## config.mk

```make
export PLATFORM = sky130hd
export DESIGN_NAME = wb_retire_queue
export DESIGN_NICKNAME = d
export VERILOG_FILES = /design/src/rtl/wb_pkg.sv /design/src/rtl/wb_fifo.sv /design/src/rtl/wb_retire_queue.sv
export SDC_FILE = /design/constraint.sdc
export NUM_CORES = 1
export LEC_CHECK = 0
export CAP_MARGIN = 15
export CORE_MARGIN = 4
export CORE_UTILIZATION = 46
export CTS_CLUSTER_SIZE = 12
export DETAILED_ROUTE_END_ITERATION = 10
export PLACE_DENSITY = 0.84
export SETUP_SLACK_MARGIN = 0.02
export SLEW_MARGIN = 20
export SYNTH_ARGS = -nofsm -noshare
export SYNTH_HDL_FRONTEND = slang
export SYNTH_SLANG_ARGS = --single-unit
```

## constraint.sdc

```tcl
create_clock -name clk -period 1.8 [get_ports clk]
set_input_delay 0.36 -clock clk [delete_from_list [all_inputs] [get_ports clk]]
set_output_delay 0.36 -clock clk [all_outputs]
set_load 0.1 [all_outputs]
```

## src/rtl/wb_pkg.sv

```systemverilog
// ---------------------------------------------------------------------------
// wb_pkg
// Shared definitions for the writeback retire queue:
//   - wb_sel_e      : result-source encoding (ALU, MEM, PC, COND)
//   - wb_entry_t    : one queued register write {addr, data}
//   - wb_select()   : result multiplexer applied at accept time
// The struct and the select function are sized by WB_DATA_W / WB_REG_ADDR_W;
// wb_retire_queue takes its width parameters from these values by default
// and they must be kept equal.
// ---------------------------------------------------------------------------
package wb_pkg;

    localparam int WB_DATA_W     = 16;
    localparam int WB_REG_ADDR_W = 3;

    typedef enum logic [1:0] {
        WB_SEL_ALU  = 2'b00,
        WB_SEL_MEM  = 2'b01,
        WB_SEL_PC   = 2'b10,
        WB_SEL_COND = 2'b11
    } wb_sel_e;

    typedef struct packed {
        logic [WB_REG_ADDR_W-1:0] addr;
        logic [WB_DATA_W-1:0]     data;
    } wb_entry_t;

    // Condition results are zero-extended so a set-condition writes 0 or 1.
    function automatic logic [WB_DATA_W-1:0] wb_select(
        input logic [1:0]           sel,
        input logic [WB_DATA_W-1:0] pcinc,
        input logic [WB_DATA_W-1:0] memout,
        input logic [WB_DATA_W-1:0] data,
        input logic                 cond
    );
        logic [WB_DATA_W-1:0] result;
        case (wb_sel_e'(sel))
            WB_SEL_ALU:  result = data;
            WB_SEL_MEM:  result = memout;
            WB_SEL_PC:   result = pcinc;
            WB_SEL_COND: result = {{(WB_DATA_W-1){1'b0}}, cond};
            default:     result = data;
        endcase
        return result;
    endfunction

endpackage

```

## src/rtl/wb_fifo.sv

```systemverilog
// ---------------------------------------------------------------------------
// wb_fifo
// DEPTH-entry circular buffer of pending register-file writes.
// DEPTH need not be a power of two; pointers wrap DEPTH-1 -> 0 explicitly.
//
// Ports
//   clk, rst_n            clock, asynchronous active-low reset
//   push, push_addr/data  enqueue request (ignored when full)
//   pop                   dequeue request (ignored when empty)
//   full_n                registered "count < DEPTH"; 0 while in reset
//   nonempty              registered "count != 0"
//   head_addr/head_data   oldest entry, straight from storage flops
//   rd_ptr, fill,         (only when WB_FWD_EN is defined) read pointer,
//   entry_addr/entry_data  occupancy and raw storage for the forwarding search
// ---------------------------------------------------------------------------
module wb_fifo #(
    parameter  int DEPTH  = 2,
    parameter  int ADDR_W = 3,
    parameter  int DATA_W = 16,
    localparam int PTR_W  = (DEPTH > 1) ? $clog2(DEPTH) : 1,
    localparam int CNT_W  = $clog2(DEPTH + 1)
) (
    input  logic              clk,
    input  logic              rst_n,
    input  logic              push,
    input  logic [ADDR_W-1:0] push_addr,
    input  logic [DATA_W-1:0] push_data,
    input  logic              pop,
`ifdef WB_FWD_EN
    output logic [PTR_W-1:0]  rd_ptr,
    output logic [CNT_W-1:0]  fill,
    output logic [ADDR_W-1:0] entry_addr [DEPTH],
    output logic [DATA_W-1:0] entry_data [DEPTH],
`endif
    output logic              full_n,
    output logic              nonempty,
    output logic [ADDR_W-1:0] head_addr,
    output logic [DATA_W-1:0] head_data
);

    logic [PTR_W-1:0]  wr_ptr_q, wr_ptr_d;
    logic [PTR_W-1:0]  rd_ptr_q, rd_ptr_d;
    logic [CNT_W-1:0]  count_q,  count_d;
    logic              full_n_q, full_n_d;
    logic              nonempty_q, nonempty_d;
    logic [ADDR_W-1:0] addr_q [DEPTH];
    logic [ADDR_W-1:0] addr_d [DEPTH];
    logic [DATA_W-1:0] data_q [DEPTH];
    logic [DATA_W-1:0] data_d [DEPTH];
    logic              push_s;
    logic              pop_s;

    function automatic logic [PTR_W-1:0] ptr_inc(input logic [PTR_W-1:0] ptr);
        logic [PTR_W-1:0] nxt;
        if (ptr == PTR_W'(DEPTH - 1)) begin
            nxt = {PTR_W{1'b0}};
        end else begin
            nxt = ptr + PTR_W'(1);
        end
        return nxt;
    endfunction

    // Requests are qualified against the registered flags so a misbehaving
    // caller can never overflow or underflow the buffer.
    assign push_s = push & full_n_q;
    assign pop_s  = pop & nonempty_q;

    // Next-state for pointers, occupancy, status flags and entry storage.
    always_comb begin
        wr_ptr_d = wr_ptr_q;
        rd_ptr_d = rd_ptr_q;
        count_d  = count_q;
        addr_d   = addr_q;
        data_d   = data_q;

        if (push_s) begin
            wr_ptr_d         = ptr_inc(wr_ptr_q);
            addr_d[wr_ptr_q] = push_addr;
            data_d[wr_ptr_q] = push_data;
        end else begin
            wr_ptr_d = wr_ptr_q;
        end

        if (pop_s) begin
            rd_ptr_d = ptr_inc(rd_ptr_q);
        end else begin
            rd_ptr_d = rd_ptr_q;
        end

        // Simultaneous push and pop leaves the occupancy unchanged.
        case ({push_s, pop_s})
            2'b10:   count_d = count_q + CNT_W'(1);
            2'b01:   count_d = count_q - CNT_W'(1);
            default: count_d = count_q;
        endcase

        full_n_d   = (count_d < CNT_W'(DEPTH));
        nonempty_d = (count_d != {CNT_W{1'b0}});
    end

    // Control state; full_n resets low so the stage refuses input in reset.
    always_ff @(posedge clk or negedge rst_n) begin
        if (!rst_n) begin
            wr_ptr_q   <= {PTR_W{1'b0}};
            rd_ptr_q   <= {PTR_W{1'b0}};
            count_q    <= {CNT_W{1'b0}};
            full_n_q   <= 1'b0;
            nonempty_q <= 1'b0;
        end else begin
            wr_ptr_q   <= wr_ptr_d;
            rd_ptr_q   <= rd_ptr_d;
            count_q    <= count_d;
            full_n_q   <= full_n_d;
            nonempty_q <= nonempty_d;
        end
    end

    // Entry storage; cleared in reset so the head outputs read zero.
    always_ff @(posedge clk or negedge rst_n) begin
        if (!rst_n) begin
            for (int i = 0; i < DEPTH; i++) begin
                addr_q[i] <= {ADDR_W{1'b0}};
                data_q[i] <= {DATA_W{1'b0}};
            end
        end else begin
            addr_q <= addr_d;
            data_q <= data_d;
        end
    end

    assign full_n    = full_n_q;
    assign nonempty  = nonempty_q;
    assign head_addr = addr_q[rd_ptr_q];
    assign head_data = data_q[rd_ptr_q];

`ifdef WB_FWD_EN
    assign rd_ptr     = rd_ptr_q;
    assign fill       = count_q;
    assign entry_addr = addr_q;
    assign entry_data = data_q;
`endif

endmodule

```

## src/rtl/wb_retire_queue.sv

```systemverilog
// ---------------------------------------------------------------------------
// wb_retire_queue
// Writeback stage between the MEM/WB pipeline register and the register-file
// write port. Selects the result at accept time, queues register writes in a
// DEPTH-entry buffer so the write port may stall, and counts retirements.
//
// Optional feature macro: WB_FWD_EN
//   defined   -> adds fwd_addr / fwd_hit / fwd_data: combinational lookup of
//                the youngest queued entry targeting fwd_addr (in_* excluded)
//   undefined -> those ports and their comparators are absent
//
// Ports
//   clk, rst_n                    clock, asynchronous active-low reset
//   in_valid / in_ready           retiring instruction handshake
//   in_sel                        00 ALU, 01 MEM, 10 PC+2, 11 condition bit
//   in_pcinc, in_memout, in_data  candidate results
//   in_cond                       set-condition result
//   in_wr_en, in_wr_addr          register write request and destination
//   rf_valid / rf_ready           register-file write handshake
//   rf_wr_addr, rf_wr_data        head-of-queue write
//   retire_cnt                    16-bit wrapping retired-instruction count
// ---------------------------------------------------------------------------
module wb_retire_queue
    import wb_pkg::*;
#(
    parameter int DATA_W     = WB_DATA_W,
    parameter int REG_ADDR_W = WB_REG_ADDR_W,
    parameter int DEPTH      = 2
) (
    input  logic                  clk,
    input  logic                  rst_n,
    input  logic                  in_valid,
    output logic                  in_ready,
    input  logic [1:0]            in_sel,
    input  logic [DATA_W-1:0]     in_pcinc,
    input  logic [DATA_W-1:0]     in_memout,
    input  logic [DATA_W-1:0]     in_data,
    input  logic                  in_cond,
    input  logic                  in_wr_en,
    input  logic [REG_ADDR_W-1:0] in_wr_addr,
`ifdef WB_FWD_EN
    input  logic [REG_ADDR_W-1:0] fwd_addr,
    output logic                  fwd_hit,
    output logic [DATA_W-1:0]     fwd_data,
`endif
    output logic                  rf_valid,
    input  logic                  rf_ready,
    output logic [REG_ADDR_W-1:0] rf_wr_addr,
    output logic [DATA_W-1:0]     rf_wr_data,
    output logic [15:0]           retire_cnt
);

    localparam int PTR_W = (DEPTH > 1) ? $clog2(DEPTH) : 1;
    localparam int CNT_W = $clog2(DEPTH + 1);

    logic      accept_s;
    logic      push_s;
    logic      pop_s;
    wb_entry_t push_entry_s;
    logic [15:0] retire_cnt_q, retire_cnt_d;

`ifdef WB_FWD_EN
    logic [PTR_W-1:0]      fifo_rd_ptr_s;
    logic [CNT_W-1:0]      fifo_fill_s;
    logic [REG_ADDR_W-1:0] fifo_entry_addr_s [DEPTH];
    logic [DATA_W-1:0]     fifo_entry_data_s [DEPTH];
    logic [PTR_W-1:0]      fwd_idx_s;
    logic                  fwd_hit_s;
    logic [DATA_W-1:0]     fwd_data_s;
`endif

    // in_ready is a registered flag inside the buffer, so accepting never
    // depends on rf_ready in the same cycle.
    assign accept_s = in_valid & in_ready;
    // Stores and branches retire without occupying a buffer entry.
    assign push_s   = accept_s & in_wr_en;
    assign pop_s    = rf_valid & rf_ready;

    // Result is captured at accept time; later input changes do not matter.
    always_comb begin
        push_entry_s.addr = in_wr_addr;
        push_entry_s.data = wb_select(in_sel, in_pcinc, in_memout, in_data, in_cond);
    end

    wb_fifo #(
        .DEPTH  (DEPTH),
        .ADDR_W (REG_ADDR_W),
        .DATA_W (DATA_W)
    ) u_fifo (
        .clk        (clk),
        .rst_n      (rst_n),
        .push       (push_s),
        .push_addr  (push_entry_s.addr),
        .push_data  (push_entry_s.data),
        .pop        (pop_s),
`ifdef WB_FWD_EN
        .rd_ptr     (fifo_rd_ptr_s),
        .fill       (fifo_fill_s),
        .entry_addr (fifo_entry_addr_s),
        .entry_data (fifo_entry_data_s),
`endif
        .full_n     (in_ready),
        .nonempty   (rf_valid),
        .head_addr  (rf_wr_addr),
        .head_data  (rf_wr_data)
    );

    // Retire counter next state; 16-bit addition wraps FFFF -> 0 naturally.
    always_comb begin
        if (accept_s) begin
            retire_cnt_d = retire_cnt_q + 16'd1;
        end else begin
            retire_cnt_d = retire_cnt_q;
        end
    end

    // Retire counter register.
    always_ff @(posedge clk or negedge rst_n) begin
        if (!rst_n) begin
            retire_cnt_q <= 16'd0;
        end else begin
            retire_cnt_q <= retire_cnt_d;
        end
    end

    assign retire_cnt = retire_cnt_q;

`ifdef WB_FWD_EN
    // Physical slot of the entry 'offset' positions after the head.
    function automatic logic [PTR_W-1:0] ring_index(
        input logic [PTR_W-1:0] base,
        input int unsigned      offset
    );
        logic [PTR_W:0] sum;
        sum = {1'b0, base} + (PTR_W+1)'(offset);
        if (sum >= (PTR_W+1)'(DEPTH)) begin
            sum = sum - (PTR_W+1)'(DEPTH);
        end else begin
            sum = sum;
        end
        return sum[PTR_W-1:0];
    endfunction

    // Walk occupied slots oldest to youngest; a later match overrides an
    // earlier one so the youngest write to fwd_addr wins.
    always_comb begin
        fwd_hit_s  = 1'b0;
        fwd_data_s = {DATA_W{1'b0}};
        fwd_idx_s  = {PTR_W{1'b0}};
        for (int k = 0; k < DEPTH; k++) begin
            fwd_idx_s = ring_index(fifo_rd_ptr_s, k);
            if ((CNT_W'(k) < fifo_fill_s) &&
                (fifo_entry_addr_s[fwd_idx_s] == fwd_addr)) begin
                fwd_hit_s  = 1'b1;
                fwd_data_s = fifo_entry_data_s[fwd_idx_s];
            end else begin
                fwd_hit_s  = fwd_hit_s;
                fwd_data_s = fwd_data_s;
            end
        end
    end

    assign fwd_hit  = fwd_hit_s;
    assign fwd_data = fwd_data_s;
`endif

endmodule

```

# After elaboration in Yosys (flattened, before gate mapping)
# Index checks and enable logic that the tools add are counted.
# word_totals
reg_bits	60
latch_bits	0
mem_bits_rw	0
mem_bits_ro	0
inputBits	59
out_inout_bits	37
word_cells	50
n_memories	0
# op_classes
add_sub_neg	5
n_mul	0
div_mod_pow	0
order_cmp	4
eq_ne	5
n_shift	0
n_mux	16
bitwise	7
reduce_logical	3
# ops
operator	n
16-bit 2-to-1 mux	4
16-bit one-hot mux with 4 select lines	1
32-bit bitwise mux	1
16-bit by 1-bit adder with 16-bit output (second input constant)	1
16-bit demux with 1-bit select	1
3-bit 2-to-1 mux	4
6-bit bitwise mux	1
2-bit equality test (second input constant)	3
1-bit bitwise AND	5
2-bit by 1-bit equality test with 1-bit output (second input constant)	2
2-bit >= comparator (second input constant)	2
1-bit NOT with 2-bit output	2
2-bit one-hot mux with 2 select lines	1
3-bit demux with 1-bit select	1
1-bit adder (second input constant)	2
2-bit by 1-bit adder with 2-bit output (second input constant)	1
2-bit logical NOT	1
2-bit by 1-bit less-than comparator with 1-bit output (second input constant)	1
2-bit less-than comparator (second input constant)	1
1-bit 2-to-1 mux	2
2-bit nonzero test	1
2-bit by 1-bit subtractor with 2-bit output (second input constant)	1
1-bit logical AND	1

# Depth between registers and ports, before layout
# logic_depth
ltp_word	6
mapped_depth	6
ltp_nobuf	6

# Hierarchy
# From an unflattened synthesis, not the netlist that was laid out.
# unflattened
hier_cells	232
hier_area_um2	3015.4
# by_module_without_submodules
module	n_inst	cells_each	area_each_um2	seq_area_each_um2
wb_fifo	1	123	1981.9	1101.1
wb_retire_queue	1	109	1033.5	400.4

# Worst setup path after synthesis
# OpenSTA, ideal clock, no wires.
# synth_path
kind	register -> register
startpoint	register retire_cnt_q[0], in the netlist retire_cnt[0]
endpoint	register retire_cnt_q[12], in the netlist retire_cnt[12]
setup_time_ps	158
arrival_ps	1901
t_required_ps	1642
slack_ps	-259
path_stages_with_launch	6
n_path_buf	0
synth_period_minus_slack_ps	2059
cell_sequence	dfrtp_1 ha_1 inv_1 nor3_2 nand4_1 xnor2_1
# synth_between
elab_chain_cells	1
# synth_rtl
item	line_no	text
start, declared	wb_retire_queue.sv:60	logic [15:0] retire_cnt_q, retire_cnt_d;
start signal, assigned	wb_retire_queue.sv:122	retire_cnt_q <= retire_cnt_d;
16-bit by 1-bit adder with 16-bit output	wb_retire_queue.sv:111	retire_cnt_d = retire_cnt_q + 16'd1;
# Every way passes these cells.
# A chain may end at the register's enable or synchronous reset.

# Worst setup path in the final report
# layout_path
startpoint	register u_fifo.rd_ptr_q
endpoint	output port rf_wr_data[11]
# layout_between
elab_chain_cells	4
# layout_rtl
item	line_no	text
start, declared	wb_fifo.sv:42	logic [PTR_W-1:0] rd_ptr_q, rd_ptr_d;
start signal, assigned	wb_fifo.sv:105	rd_ptr_q <= {PTR_W{1'b0}};
start signal, assigned	wb_fifo.sv:111	rd_ptr_q <= rd_ptr_d;
1-bit NOT with 2-bit output (not written as such)	wb_fifo.sv:134	assign head_data = data_q[rd_ptr_q];
16-bit 2-to-1 mux (not written as such) (3 in series)	wb_fifo.sv:134	
end, declared	wb_retire_queue.sv:49	output logic [DATA_W-1:0] rf_wr_data,
# Every way passes these cells. The select of a mux whose other input is x is not followed.

==> metrics.txt <==
headroom to the max-slew limit=62.38%; FF+latch area=1516 um2; Hold Fails Final Rpt=0; CORE AREA=5991 um2; P per Cell Area=2077 nW/um2; CP Launch Type=flip-flop; register area share after synthesis=52.52%; Synth Area in Compound Gates=7.877%; layout overhead on the synthesized area=64.03%; most common library cell in the layout ignoring fill and taps=clkdlybuf4s50_1; Synth area leaders=dfrtp_1, mux2_2, mux2i_1; # rows=28; drt pass-1 iters=5; Hold-fix buffers, CTS=0; CTS Sinks=60; crit path kind=reg -> out; DIE AREA=7540 um2; yosys warns=0; Final Util=78.28%; dpl cells=439; peak supply drop=1.420 mV; Syn Area/Cell=10.75 um2; diode count=0; Post-DP Area=4374 um2; Simple-Gate Fraction of Synth Area=12.34%; number of global-route vias before repair=2550; CTS tree=yes; # nets final=440; first-pass GRT wire length=12300 um; setup slack after layout=-0.01727 ns; Routed WL=7500 um; # DRC=0; clock root cell=clkbuf_8; status=finished, violations left; CTS buffer count=9; Cell Area, Synth=2859 um2; Crit path largest cell delay=0.45 ns; critical path cell sequence=buf_6 > mux2_4 > buf_12; H-tree depth=3; Layout Cells excl Fill=459; Port-buffer cells=95; share of cells above drive strength 1=29.69%; post-DP HPWL=5591 um; clk_lat worst skew=0.33 ns; WL per Instance=16.34 um; RSZ-0062 raised after global routing=yes; XOR/XNOR Fraction of Synth Area=5.821%; Worst Max-Slew Pin Slew=0.5642 ns; failing checks=setup timing; CP max-delay cell=dfrtp_2; Via-to-Cell Ratio=5.251; Die Span Y=86.84 um; # IOs=96; setup violators final=10; leakage=2.109 nW; WHS=0.01819 ns; Final Cycle Share=101.0%; routability congestion estimate=0.7874; endpoint class of the critical path=primary output; Initial Util=47.72%; Synth Area in Adders=0.8753%; Yosys reg bits=60; Post-Route Skew=0.004957 ns; Post-Syn Nets=327; final instance area=4690 um2; Max Freq=550.3 MHz; Worst EP arrival=1.46 ns; antenna violations before repair=0; DIE WIDTH=86.84 um; max_cap viols=0; DRT antenna net count=0; Final Slew Violations=0; Post-Syn Instances=266; fill cell count=365; post-synthesis mux area share=17.07%; Clock Path Buffers=2; Final Power=9.742 mW; main combinational cell family by area after synthesis=multiplexers; clk slew on worst S/H paths=0.07 ns; post-synth top area share=52.52%; Overflow after GRT=0; Detailed Route Iter0 Violations=101; Final min period=1.817 ns; commonest non-fill, non-tap cells in the layout=clkdlybuf4s50_1, dfrtp_1, buf_12; hold crit path type=in -> async; vias=2410; area occupied by multi-input gates=1314 um2; largest net degree at the start of global routing=37; CP Data Required Time=1.44 ns; critical path fanouts, max=6; total track usage=21.50%; synth unique cells=28; area leader, netlist=dfrtp_1
==> layout make-up <==
| class | instances | area share (%) |
|---|---|---|
| clock buffers | 11 | 3.015 |
| clock inverters | 5 | 1.601 |
| inverters | 3 | 0.2401 |
| multi-input cells | 187 | 28.01 |
| flip-flops and latches | 60 | 32.34 |
| well taps | 75 | 2.001 |
| repair buffers | 118 | 32.79 |
==> kinds of logic (layout without fill, tap and decap cells) <==
| group | after synthesis | count (layout) |
|---|---|---|
| AO/OA/AOI/OAI | 45 | 45 |
| multiplexers | 44 | 44 |
| XOR/XNOR | 19 | 19 |
| adder cells (fa/ha/maj) | 2 | 2 |
| flip-flops | 60 | 60 |
| buffers and inverters | 19 | 137 |
| AND/OR/NAND/NOR | 77 | 77 |
==> synthesized netlist by cell type, drive strengths merged <==
library cell	count
dfrtp	60
nand2	37
o21ai	30
mux2	28
nor2	17
a21oi	15
mux2i	15
xnor2	15
buf	14
nand3	7
nand4	4
xor2	4
and2	3
inv	3
nor3	3
and3	2
clkbuf	2
ha	2
and2b	1
and4	1
mux4	1
nand2b	1
or2	1
==> final timing paths <==
kind	start	end	slack, ns	depth (start not counted)
setup / recovery	u_fifo.rd_ptr_q$_DFFE_PN0P_	rf_wr_data[11]	-0.02	3
hold / removal	rst_n	u_fifo.data_q[8]$_DFFE_PN0P_	0.02	1
hold reg to reg	u_fifo.data_q[3]$_DFFE_PN0P_	u_fifo.data_q[3]$_DFFE_PN0P_	0.49	2
max in group asynchronous	rst_n	u_fifo.full_n$_DFF_PN0_	1.19	2
min in group clk	u_fifo.data_q[3]$_DFFE_PN0P_	u_fifo.data_q[3]$_DFFE_PN0P_	0.49	2
setup reg to reg	u_fifo.full_n$_DFF_PN0_	u_fifo.nonempty$_DFF_PN0_	0.23	6
==> critical path, delay by kind of cell, from the launching register on <==
kind	cells	cell delay [ns]
mux	1	0.33
flops	1	0.45
buf+inv	2	0.34
==> report_power, final <==
part           switching, mW  internal, mW  leakage (nW)
Clock                  0.510         0.810         0.113
Combinational           3.74          2.40          1.25
Sequential             0.408          1.87         0.748
==> metal layers <==
metal,track usage [%],share of wire [%],vias up
met4,5.666,0.97,0
met3,6.844,7.8,8
li1,-,-,1137
met1,26.19,40,1155
met5,0,0,-
met2,36.71,52,110
==> what timing repair did <==
item	in CTS	in global routing
setup endpoints to repair	19	19
gates resized for setup	21	0
setup buffers	2	0
cloned	2	0
pin swaps	0	0
==> registers in the layout, summed over array words and instances, names as in the netlist <==
signal and count:
u_fifo.wr_ptr_q 1, u_fifo.rd_ptr_q 1, u_fifo.nonempty 1, u_fifo.count_q 2, retire_cnt 16, u_fifo.addr_q 6
u_fifo.full_n 1, u_fifo.data_q 32
==> per-stage QoR <==
stage	setup TNS (ns)	setup slack [ns]
after floorplan	0	0.02974
after global routing	-0.7957	-0.06803
after CTS	-0.2409	-0.02949
after detailed placement	-1.881	-0.1118
final	-0.09295	-0.01727
after global placement	-0.3981	-0.03542
(Power assumes the default switching activity.)
